$ cat src/rtl/writeback_unit.sv
// -----------------------------------------------------------------------------
// writeback_unit
//
// Writeback stage of the CPU datapath: drives the register file write port.
// One retiring instruction is accepted per handshake. Non-load instructions
// commit their result in the cycle after accept. Loads wait for the data-memory
// response, extract the addressed byte/half/word, and then commit. A load that
// never gets a response is abandoned after TIMEOUT cycles with a fault pulse.
//
// Parameters:
//   TIMEOUT      max cycles spent in WAIT_MEM before a load is abandoned (1..255)
//
// Optional feature macro:
//   WB_MISALIGN_CHECK_EN  when defined, misaligned LH/LHU/LW fault at accept
//                         instead of issuing a memory wait.
//
// Ports:
//   clk          in   system clock, rising edge
//   rst          in   asynchronous active-low reset
//   inValid      in   retiring instruction presented
//   inReady      out  unit can accept (state == IDLE)
//   inst         in   instruction word (opcode [6:0], rd [11:7], funct3 [14:12])
//   aluResult    in   ALU result / load byte address
//   pc           in   PC of the instruction
//   imm32        in   sign-extended immediate
//   memRspValid  in   load data valid (one-cycle pulse)
//   memRdata     in   aligned word containing the load address
//   regWrite     out  register-file write enable (one-cycle pulse, registered)
//   rd           out  destination register (registered, holds when no write)
//   writeData    out  write value (registered, holds when no write)
//   busy         out  high while waiting for memory
//   fault        out  one-cycle pulse: illegal funct3, timeout, misalignment
//   dbgState     out  current FSM state, for observation only
//
// Handshake: an instruction is taken on a rising edge where inValid && inReady.
// The producer must hold inst/aluResult/pc/imm32 stable while inValid is high
// and inReady is low; nothing is consumed on any other edge.
// -----------------------------------------------------------------------------
module writeback_unit #(
    parameter int unsigned TIMEOUT = 15
) (
    input  logic        clk,
    input  logic        rst,
    input  logic        inValid,
    output logic        inReady,
    input  logic [31:0] inst,
    input  logic [31:0] aluResult,
    input  logic [31:0] pc,
    input  logic [31:0] imm32,
    input  logic        memRspValid,
    input  logic [31:0] memRdata,
    output logic        regWrite,
    output logic [4:0]  rd,
    output logic [31:0] writeData,
    output logic        busy,
    output logic        fault,
    output logic [1:0]  dbgState
);

    // Opcodes
    localparam logic [6:0] OP_R     = 7'b0110011;
    localparam logic [6:0] OP_I     = 7'b0010011;
    localparam logic [6:0] OP_L     = 7'b0000011;
    localparam logic [6:0] OP_J     = 7'b1101111;
    localparam logic [6:0] OP_JALR  = 7'b1100111;
    localparam logic [6:0] OP_LUI   = 7'b0110111;
    localparam logic [6:0] OP_AUIPC = 7'b0010111;

    // Load funct3 encodings
    localparam logic [2:0] F3_LB  = 3'b000;
    localparam logic [2:0] F3_LH  = 3'b001;
    localparam logic [2:0] F3_LW  = 3'b010;
    localparam logic [2:0] F3_LBU = 3'b100;
    localparam logic [2:0] F3_LHU = 3'b101;

    // Counter value seen on the TIMEOUT-th WAIT_MEM edge.
    localparam logic [7:0] TO_LAST = 8'(TIMEOUT - 1);

    typedef enum logic [1:0] {
        IDLE     = 2'b00,
        WAIT_MEM = 2'b01
    } state_t;

    state_t      state_q;
    logic [7:0]  cnt_q;
    logic        regwrite_q;
    logic [4:0]  rd_q;
    logic [31:0] wdata_q;
    logic        fault_q;

    // Fields of the accepted load, kept for the response cycle.
    logic [4:0]  ld_rd_q;
    logic [2:0]  ld_f3_q;
    logic [1:0]  ld_off_q;

    // Decode of the presented instruction
    logic [6:0]  in_op;
    logic [4:0]  in_rd;
    logic [2:0]  in_f3;
    logic [1:0]  in_off;
    logic        is_load;
    logic        ld_illegal;
    logic        ld_misalign;

    assign in_op  = inst[6:0];
    assign in_rd  = inst[11:7];
    assign in_f3  = inst[14:12];
    assign in_off = aluResult[1:0];
    assign is_load = (in_op == OP_L);

    assign ld_illegal = (in_f3 == 3'b011) || (in_f3 == 3'b110) || (in_f3 == 3'b111);

`ifdef WB_MISALIGN_CHECK_EN
    assign ld_misalign = (((in_f3 == F3_LH) || (in_f3 == F3_LHU)) && in_off[0])
                       || ((in_f3 == F3_LW) && (in_off != 2'b00));
`else
    assign ld_misalign = 1'b0;
`endif

    // Upper instruction bits are not needed by this stage.
    logic unused_inst_bits;
    assign unused_inst_bits = ^inst[31:15];

    // Non-load commit value, selected by opcode.
    logic        nl_write_d;
    logic [31:0] nl_data_d;

    always_comb begin
        nl_write_d = 1'b0;
        nl_data_d  = 32'd0;
        case (in_op)
            OP_R, OP_I: begin
                nl_write_d = 1'b1;
                nl_data_d  = aluResult;
            end
            OP_J, OP_JALR: begin
                nl_write_d = 1'b1;
                nl_data_d  = pc + 32'd4;
            end
            OP_LUI: begin
                nl_write_d = 1'b1;
                nl_data_d  = imm32;
            end
            OP_AUIPC: begin
                nl_write_d = 1'b1;
                nl_data_d  = pc + imm32;
            end
            default: begin
                nl_write_d = 1'b0;
                nl_data_d  = 32'd0;
            end
        endcase
    end

    // Load data extraction from the response word. Halfword selection uses only
    // offset bit 1, so an unchecked odd halfword address reads its containing
    // aligned half; LW always returns the full word.
    logic [7:0]  ld_byte;
    logic [15:0] ld_half;
    logic [31:0] ld_data_d;

    always_comb begin
        ld_byte = memRdata[7:0];
        case (ld_off_q)
            2'd0:    ld_byte = memRdata[7:0];
            2'd1:    ld_byte = memRdata[15:8];
            2'd2:    ld_byte = memRdata[23:16];
            default: ld_byte = memRdata[31:24];
        endcase

        ld_half = ld_off_q[1] ? memRdata[31:16] : memRdata[15:0];

        case (ld_f3_q)
            F3_LB:   ld_data_d = {{24{ld_byte[7]}}, ld_byte};
            F3_LBU:  ld_data_d = {24'd0, ld_byte};
            F3_LH:   ld_data_d = {{16{ld_half[15]}}, ld_half};
            F3_LHU:  ld_data_d = {16'd0, ld_half};
            default: ld_data_d = memRdata;
        endcase
    end

    // Main FSM. regWrite and fault default low each cycle so they are
    // single-cycle pulses; rd/writeData only change on an actual write.
    always_ff @(posedge clk or negedge rst) begin
        if (!rst) begin
            state_q    <= IDLE;
            cnt_q      <= 8'd0;
            regwrite_q <= 1'b0;
            rd_q       <= 5'd0;
            wdata_q    <= 32'd0;
            fault_q    <= 1'b0;
            ld_rd_q    <= 5'd0;
            ld_f3_q    <= 3'd0;
            ld_off_q   <= 2'd0;
        end else begin
            regwrite_q <= 1'b0;
            fault_q    <= 1'b0;
            case (state_q)
                IDLE: begin
                    // memRspValid is ignored here: no load is outstanding.
                    if (inValid) begin
                        if (is_load) begin
                            if (ld_illegal || ld_misalign) begin
                                fault_q <= 1'b1;
                            end else begin
                                state_q  <= WAIT_MEM;
                                cnt_q    <= 8'd0;
                                ld_rd_q  <= in_rd;
                                ld_f3_q  <= in_f3;
                                ld_off_q <= in_off;
                            end
                        end else if (nl_write_d && (in_rd != 5'd0)) begin
                            regwrite_q <= 1'b1;
                            rd_q       <= in_rd;
                            wdata_q    <= nl_data_d;
                        end
                    end
                end
                WAIT_MEM: begin
                    // A response on the timeout edge takes priority.
                    if (memRspValid) begin
                        state_q <= IDLE;
                        if (ld_rd_q != 5'd0) begin
                            regwrite_q <= 1'b1;
                            rd_q       <= ld_rd_q;
                            wdata_q    <= ld_data_d;
                        end
                    end else if (cnt_q == TO_LAST) begin
                        state_q <= IDLE;
                        fault_q <= 1'b1;
                    end else begin
                        cnt_q <= cnt_q + 8'd1;
                    end
                end
                default: begin
                    state_q <= IDLE;
                end
            endcase
        end
    end

    assign inReady   = (state_q == IDLE);
    assign busy      = (state_q == WAIT_MEM);
    assign regWrite  = regwrite_q;
    assign rd        = rd_q;
    assign writeData = wdata_q;
    assign fault     = fault_q;
    assign dbgState  = state_q;

endmodule

$ cat config.mk
export PLATFORM = sky130hd
export DESIGN_NAME = writeback_unit
export DESIGN_NICKNAME = d
export VERILOG_FILES = /design/src/rtl/writeback_unit.sv
export SDC_FILE = /design/constraint.sdc
export NUM_CORES = 1
export LEC_CHECK = 0
export CAP_MARGIN = 10
export CORE_ASPECT_RATIO = 0.75
export CORE_MARGIN = 1
export CORE_UTILIZATION = 40
export CTS_BUF_LIST = sky130_fd_sc_hd__clkbuf_4 sky130_fd_sc_hd__clkbuf_8 sky130_fd_sc_hd__clkbuf_16
export DETAILED_ROUTE_END_ITERATION = 16
export PLACE_DENSITY = 0.83
export SETUP_SLACK_MARGIN = 0.15
export SYNTH_ARGS = -nofsm -noshare
export SYNTH_HDL_FRONTEND = slang
export SYNTH_SLANG_ARGS = --single-unit
$ cat constraint.sdc
create_clock -name clk -period 4.7 [get_ports clk]
set_input_delay 1.175 -clock clk [delete_from_list [all_inputs] [get_ports clk]]
set_output_delay 1.175 -clock clk [all_outputs]
set_load 0.02 [all_outputs]
==> results of run 1 <==
[power groups by stage]
stage | combinational, µW | clock (µW) | sequential [µW]
after global placement | 826 | 0 | 651
final | 849 | 766 | 649
after CTS | 839 | 768 | 645
after detailed placement | 833 | 0 | 653
after floorplan | 367 | 0 | 703
after global routing | 909 | 794 | 655
[per-layer routing]
metal  part of all wire (%)  track usage (%)  vias up
li1                       -                -     3445
met1                     45            44.22     3497
met2                     44            46.01      438
met3                     10            6.749       28
met4                    1.3            5.636        0
met5                      0                0        -
[flip-flops by register name (all words and copies together) (netlist names)]
name	cells
cnt_q	8
ld_off_q	2
regWrite	1
ld_rd_q	5
dbgState	1
writeData	32
fault	1
rd	5
ld_f3_q	3
[stage by stage]
| step | utilization, % | std cells | power (µW) | hold WS (ps) |
|---|---|---|---|---|
| 3_3_place_gp | 55.14 | 1185 | 1477 | 464.4 |
| 3_5_place_dp | 55.14 | 1185 | 1487 | 464.7 |
| 6_report | 57.37 | 1201 | 2264 | 475.9 |
| 2_1_floorplan | - | 818 | 1070 | 461.0 |
| 4_1_cts | 57.37 | 1201 | 2251 | 476.3 |
| 5_1_grt | 57.37 | 1201 | 2358 | 502.2 |
[critical path, stage by stage]
cell	delay, ps
clkdlybuf4s50_1	510
ha_1	230
inv_1	80
fa_1	410
nand2b_1	180
a21o_1	200
a211o_1	330
o21bai_1	230
xnor2_1	140
o21ai_0	200
a221oi_1	550
nor2_1	90
[kinds of logic after synthesis]
group / count (synthesis)
buffers and inverters: 86
xor gates and xnor gates: 50
and+or+nand+nor: 258
DFF: 58
adders and majority gates: 35
muxes: 28
other: 1
AOI/OAI and AO/OA: 302
[cell type report]
class,count,area (µm²)
inverters,30,112.6
repair buffers,218,2102
multi-input cells,674,4526
clock buffers,9,225.2
flip-flops and latches,58,1451
well taps,205,256.5
clock inverters,7,117.6
fillers,1411,6531
[cell usage in the layout, fill, tap and decap left out, types with 5 or more instances in the layout]
cell               n
nand3_1           30
mux2_2            14
o22ai_1           15
inv_1             29
nand2_1           84
and2_1             8
nand2b_1           7
o21ai_0           63
a21oi_1           65
dfrtp_1           58
o221ai_1           8
nor3_1            10
nor2_1            56
clkdlybuf4s50_1  187
xor2_1            20
mux2i_1           13
clkbuf_16          9
and4_1             5
a222oi_1           8
a221oi_1          12
a31oi_1           18
o211ai_1          10
and3_1            16
nand4_1           15
xnor2_1           30
buf_4             30
a221o_1            8
a21o_1            18
a211oi_1          14
ha_1              34
o31ai_1            5
[path summary, 6_finish.rpt]
path	slack [ps]	depth (start not counted)	startpoint	endpoint
max reg2reg	1640	10	dbgState[0]	writeData[26]
min	480	1	writeData[1]	writeData[1]
min in group asynchronous	910	1	rst	cnt_q[3]
max	590	12	pc[0]	writeData[12]
min reg2reg	480	1	writeData[1]	writeData[1]
max in group asynchronous	2900	2	rst	cnt_q[7]
==> impl_metrics.env, run 1 <==
export IMPL_n_antenna_cell=0
export IMPL_worstMarginPinSlew_ps=988.2
export IMPL_end_kind="register"
export IMPL_die_height_um=110.9
export IMPL_yosysMostFrequentCell="nand2_1"
export IMPL_finClkSkew_ps=10.42
export IMPL_first_iter_violations=824
export IMPL_post_cts_resized=0
export IMPL_placed_area_um2=8448
export IMPL_synthesis_nets=1017
export IMPL_yosys_top_cells_count="84 x nand2_1, 65 x a21oi_1, 63 x o21ai_0"
export IMPL_routed_wirelength_um=25110
export IMPL_grt_antenna_before_repair=0
export IMPL_synth_compound_area_share_pct=32.71
export IMPL_status="complete, no violations"
export IMPL_core_um2=15320
export IMPL_period_needed_ps=4114
export IMPL_period_share_pct=87.53
export IMPL_synth_top_family_by_area="compound AO/OA/AOI/OAI gates"
export IMPL_maxSlewViolCount=0
export IMPL_ios=207
export IMPL_via_count=7408
export IMPL_clkSinkCount=58
export IMPL_route_detailed_drc=0
export IMPL_max_slew_margin_rel_pct=34.12
export IMPL_critPathArrivalTime_ps=4310
export IMPL_hp_class="reg -> reg"
export IMPL_vias_per_cell=6.168
export IMPL_cts_tree="built"
export IMPL_synthAdderAreaFrac_pct=7.041
export IMPL_dp_hpwl_um=19850
export IMPL_finalSetupTns_ps=0
export IMPL_hold_viol=0
export IMPL_start_kind="input port"
export IMPL_power_switching_uw=756.1
export IMPL_synth_top_area_cell="dfrtp_1"
export IMPL_synth_top_cell_area_share_pct=22.94
export IMPL_grt_pass1_vias=6979
export IMPL_synth_seq_cells=58
export IMPL_p_clk_share_pct=33.8
export IMPL_critical_path_class="in -> reg"
export IMPL_first_pass_iters=5
export IMPL_clkTransAtPathRegs_ps=50
export IMPL_die_area_um2=16330
export IMPL_clk_latency_ps=340
export IMPL_cap_violations=0
export IMPL_synth_cell_area_um2=6326
export IMPL_synth_xor_xnor_area_share_pct=6.922
export IMPL_num_rows=39
export IMPL_wl_per_cell_um=20.91
export IMPL_synth_simple_area_share_pct=19.78
export IMPL_p_per_area_nw_per_um2=257.5
export IMPL_grt_use_total_pct=30.41
export IMPL_gp_congestion=0.9817
export IMPL_clockRootBuffer="clkbuf_16"
export IMPL_max_vdd_ir_drop_uv=151.0
export IMPL_nets=1190
export IMPL_grt_start_max_net_pins=36
export IMPL_p_comb_share_pct=37.5
export IMPL_ys_flop_type="dfrtp_1"
export IMPL_async_reset_ff_share_pct=100.0
export IMPL_overflow=0
export IMPL_synthMuxAreaShare_pct=4.905
export IMPL_fin_area_um2=8791
export IMPL_numPortBuffers=188
export IMPL_layout_setup_ws_ps=586.1
export IMPL_syn_inst=818
export IMPL_synth_cell_types=78
export IMPL_cts_htree_levels=3
export IMPL_ys_seq_area_share_pct=22.94
export IMPL_fmax_mhz=243.1
export IMPL_cp_max_fo=3
export IMPL_clk_path_buf_depth=2
export IMPL_yosys_warnings=0
export IMPL_synth_edf_count=0
export IMPL_power_share_sequential_pct=28.7
export IMPL_cts_setup_buffers=0
export IMPL_rsz0062_at_grt="no"
export IMPL_start_util_pct=41.29
export IMPL_internal_power_uw=1508
export IMPL_cts_hold_buf=0
export IMPL_synth_area_per_cell_um2=7.734
export IMPL_grt_pass1_wl_um=38840
export IMPL_cts_buffers=9
export IMPL_switching_share_pct=33.40
export IMPL_die_x_um=147.2
export IMPL_area_growth_pct=38.96
export IMPL_power_leakage_uw=0.003616
export IMPL_dp_slack_ps=355.0
export IMPL_drive_above_1_share_pct=7.731
export IMPL_synth_area_top_cells="dfrtp_1 23%, ha_1 6.7%, a21oi_1 5.1%"
export IMPL_finalSetupViolCount=0
export IMPL_ant_nets=0
export IMPL_worstPathRequired_ps=4900
Note: power is estimated with default switching activity, not from simulation.
==> run 2: changes to the inputs <==
GPL_TIMING_DRIVEN = 0   (was not set)
==> run 2 against run 1 <==
  * Power shrank 4.0%
  * Maximum frequency fell by 8.8%
  * First-iteration DRC count decreased by 4.4%
  * Core utilization about the same
  * Final cell count rose by 2.3%
  * Design area is essentially flat
  * Flip-flop and latch count stayed put
  * Sequential power shrank 2%
  * Highest routed layer unchanged
==> impl_metrics.env, run 2 (synthesis gave the netlist of run 1 again) <==
export IMPL_hold_slack_ps=481.5
export IMPL_fmax_mhz=221.7
export IMPL_hp_class="reg -> reg"
export IMPL_clk_latency_ps=340
export IMPL_crit_slowest_cell="a221oi_1"
export IMPL_finalSetupViolCount=0
export IMPL_start_kind="input port"
export IMPL_clk_path_buf_depth=2
export IMPL_clockRootBuffer="clkbuf_16"
export IMPL_status="complete, no violations"
export IMPL_power_uw=2174
export IMPL_max_vdd_ir_drop_uv=168.2
export IMPL_final_common_cell="clkdlybuf4s50_1"
export IMPL_routed_wirelength_um=26420
export IMPL_grt_pass1_wl_um=39920
export IMPL_drive_above_1_share_pct=5.957
export IMPL_cts_buffers=9
export IMPL_finalSetupTns_ps=0
export IMPL_clkTransAtPathRegs_ps=60
export IMPL_largest_reg_flops=32
export IMPL_gp_congestion=1.011
export IMPL_grt_antenna_before_repair=0
export IMPL_cp_slowest_stage_delay_ps=650
export IMPL_ant_nets=0
export IMPL_hold_viol=0
export IMPL_period_needed_ps=4511
export IMPL_period_share_pct=95.98
export IMPL_cp_max_fo=4
export IMPL_n_fill_cell=1429
export IMPL_post_cts_resized=0
export IMPL_core_um2=15320
export IMPL_rsz0062_at_grt="no"
export IMPL_clkSinkCount=58
export IMPL_critical_path_class="in -> reg"
export IMPL_cp_buffers_inverters=2
export IMPL_wl_per_cell_um=21.50
export IMPL_end_kind="register"
export IMPL_overflow=0
export IMPL_critPathArrivalTime_ps=4700
export IMPL_cts_htree_levels=3
export IMPL_cpLargestDelayFamily="compound AO/OA/AOI/OAI gates"
export IMPL_cts_hold_buf=0
export IMPL_nets=1218
export IMPL_first_iter_violations=788
export IMPL_num_rows=39
export IMPL_finClkSkew_ps=12.05
export IMPL_n_antenna_cell=0
export IMPL_route_detailed_drc=0
export IMPL_cts_setup_buffers=0
export IMPL_ios=207
export IMPL_worstPathRequired_ps=4890
export IMPL_numPortBuffers=187
export IMPL_first_pass_iters=6
export IMPL_vias_per_cell=6.196
export IMPL_grt_pass1_vias=7095
export IMPL_die_area_um2=16330
export IMPL_start_util_pct=41.29
export IMPL_die_height_um=110.9
export IMPL_maxSlewViolCount=0
export IMPL_max_slew_margin_rel_pct=28.44
export IMPL_p_per_area_nw_per_um2=247.5
export IMPL_path_cells="clkdlybuf4s50_1, ha_1, inv_1, fa_1, nand2b_1, a21o_1, a211o_1, o21bai_1, xnor2_1, o21ai_0, a221oi_1, nor2_1"
export IMPL_area_growth_pct=38.86
export IMPL_cap_violations=0
export IMPL_die_x_um=147.2
export IMPL_worstMarginPinSlew_ps=1069
export IMPL_power_leakage_uw=0.003589
export IMPL_multi_input_area_um2=4518
export IMPL_ff_latch_area_um2=1451
export IMPL_grt_use_total_pct=31.85
export IMPL_cts_tree="built"
export IMPL_grt_start_max_net_pins=38
export IMPL_via_count=7615
export IMPL_mostFrequentLayoutCells="186 x clkdlybuf4s50_1, 84 x nand2_1, 65 x a21oi_1"
export IMPL_dp_hpwl_um=21130
-- run 2: path summary, 6_finish.rpt --
path	startpoint	to	slack [ps]	cells after the start
max	pc[0]	writeData[12]	190	12
min	rd[4]	rd[4]	480	2
max reg2reg	dbgState[0]	writeData[12]	1930	8
min reg2reg	rd[4]	rd[4]	480	2
max in group asynchronous	rst	writeData[14]	3270	2
min in group asynchronous	rst	ld_off_q[1]	830	1
-- run 2: report_power, final --
part | switching [µW] | leakage (µW) | internal (µW) | total [µW]
Sequential | 59.7 | 0.000757 | 573 | 633
Combinational | 454 | 0.00268 | 415 | 869
Clock | 237 | 0.000151 | 436 | 672
-- run 2: routing by layer --
| layer | track usage (%) | part of all wire (%) | wire length [µm] |
|---|---|---|---|
| met1 | 45.22 | 43 | 11420 |
| met2 | 46.82 | 42 | 11040 |
| met3 | 9.753 | 13 | 3479 |
| met4 | 7.354 | 1.8 | 481 |
| met5 | 0 | 0 | 0 |
-- run 2: final cells by class --
type | count | area share, %
plain buffers | 56 | 2.777
clock buffers | 11 | 2.877
clock inverters | 5 | 0.5982
inverters | 30 | 1.282
multi-input cells | 674 | 51.43
flip-flops and latches | 58 | 16.52
well taps | 205 | 2.920
repair buffers | 190 | 21.59
-- run 2: worst register-to-register path, cell delays in order (launching register included) --
cell and delay (ps):
dfrtp_1 440, inv_1 180, nand2_1 170, a2111oi_4 600
nor2_2 140, buf_2 260, buf_2 220, a221oi_1 540
nor2_1 90
-- run 2: stage by stage --
stage	utilization (%)	cells	area, µm²	setup WS [ps]
floorplan	-	818	6326	1203
finish	57.33	1229	8785	188.9
global route	57.33	1229	8785	193.3
CTS	57.27	1227	8775	362.1
detailed placement	55.28	1211	8469	23.13
global placement	55.18	1210	8454	59.69
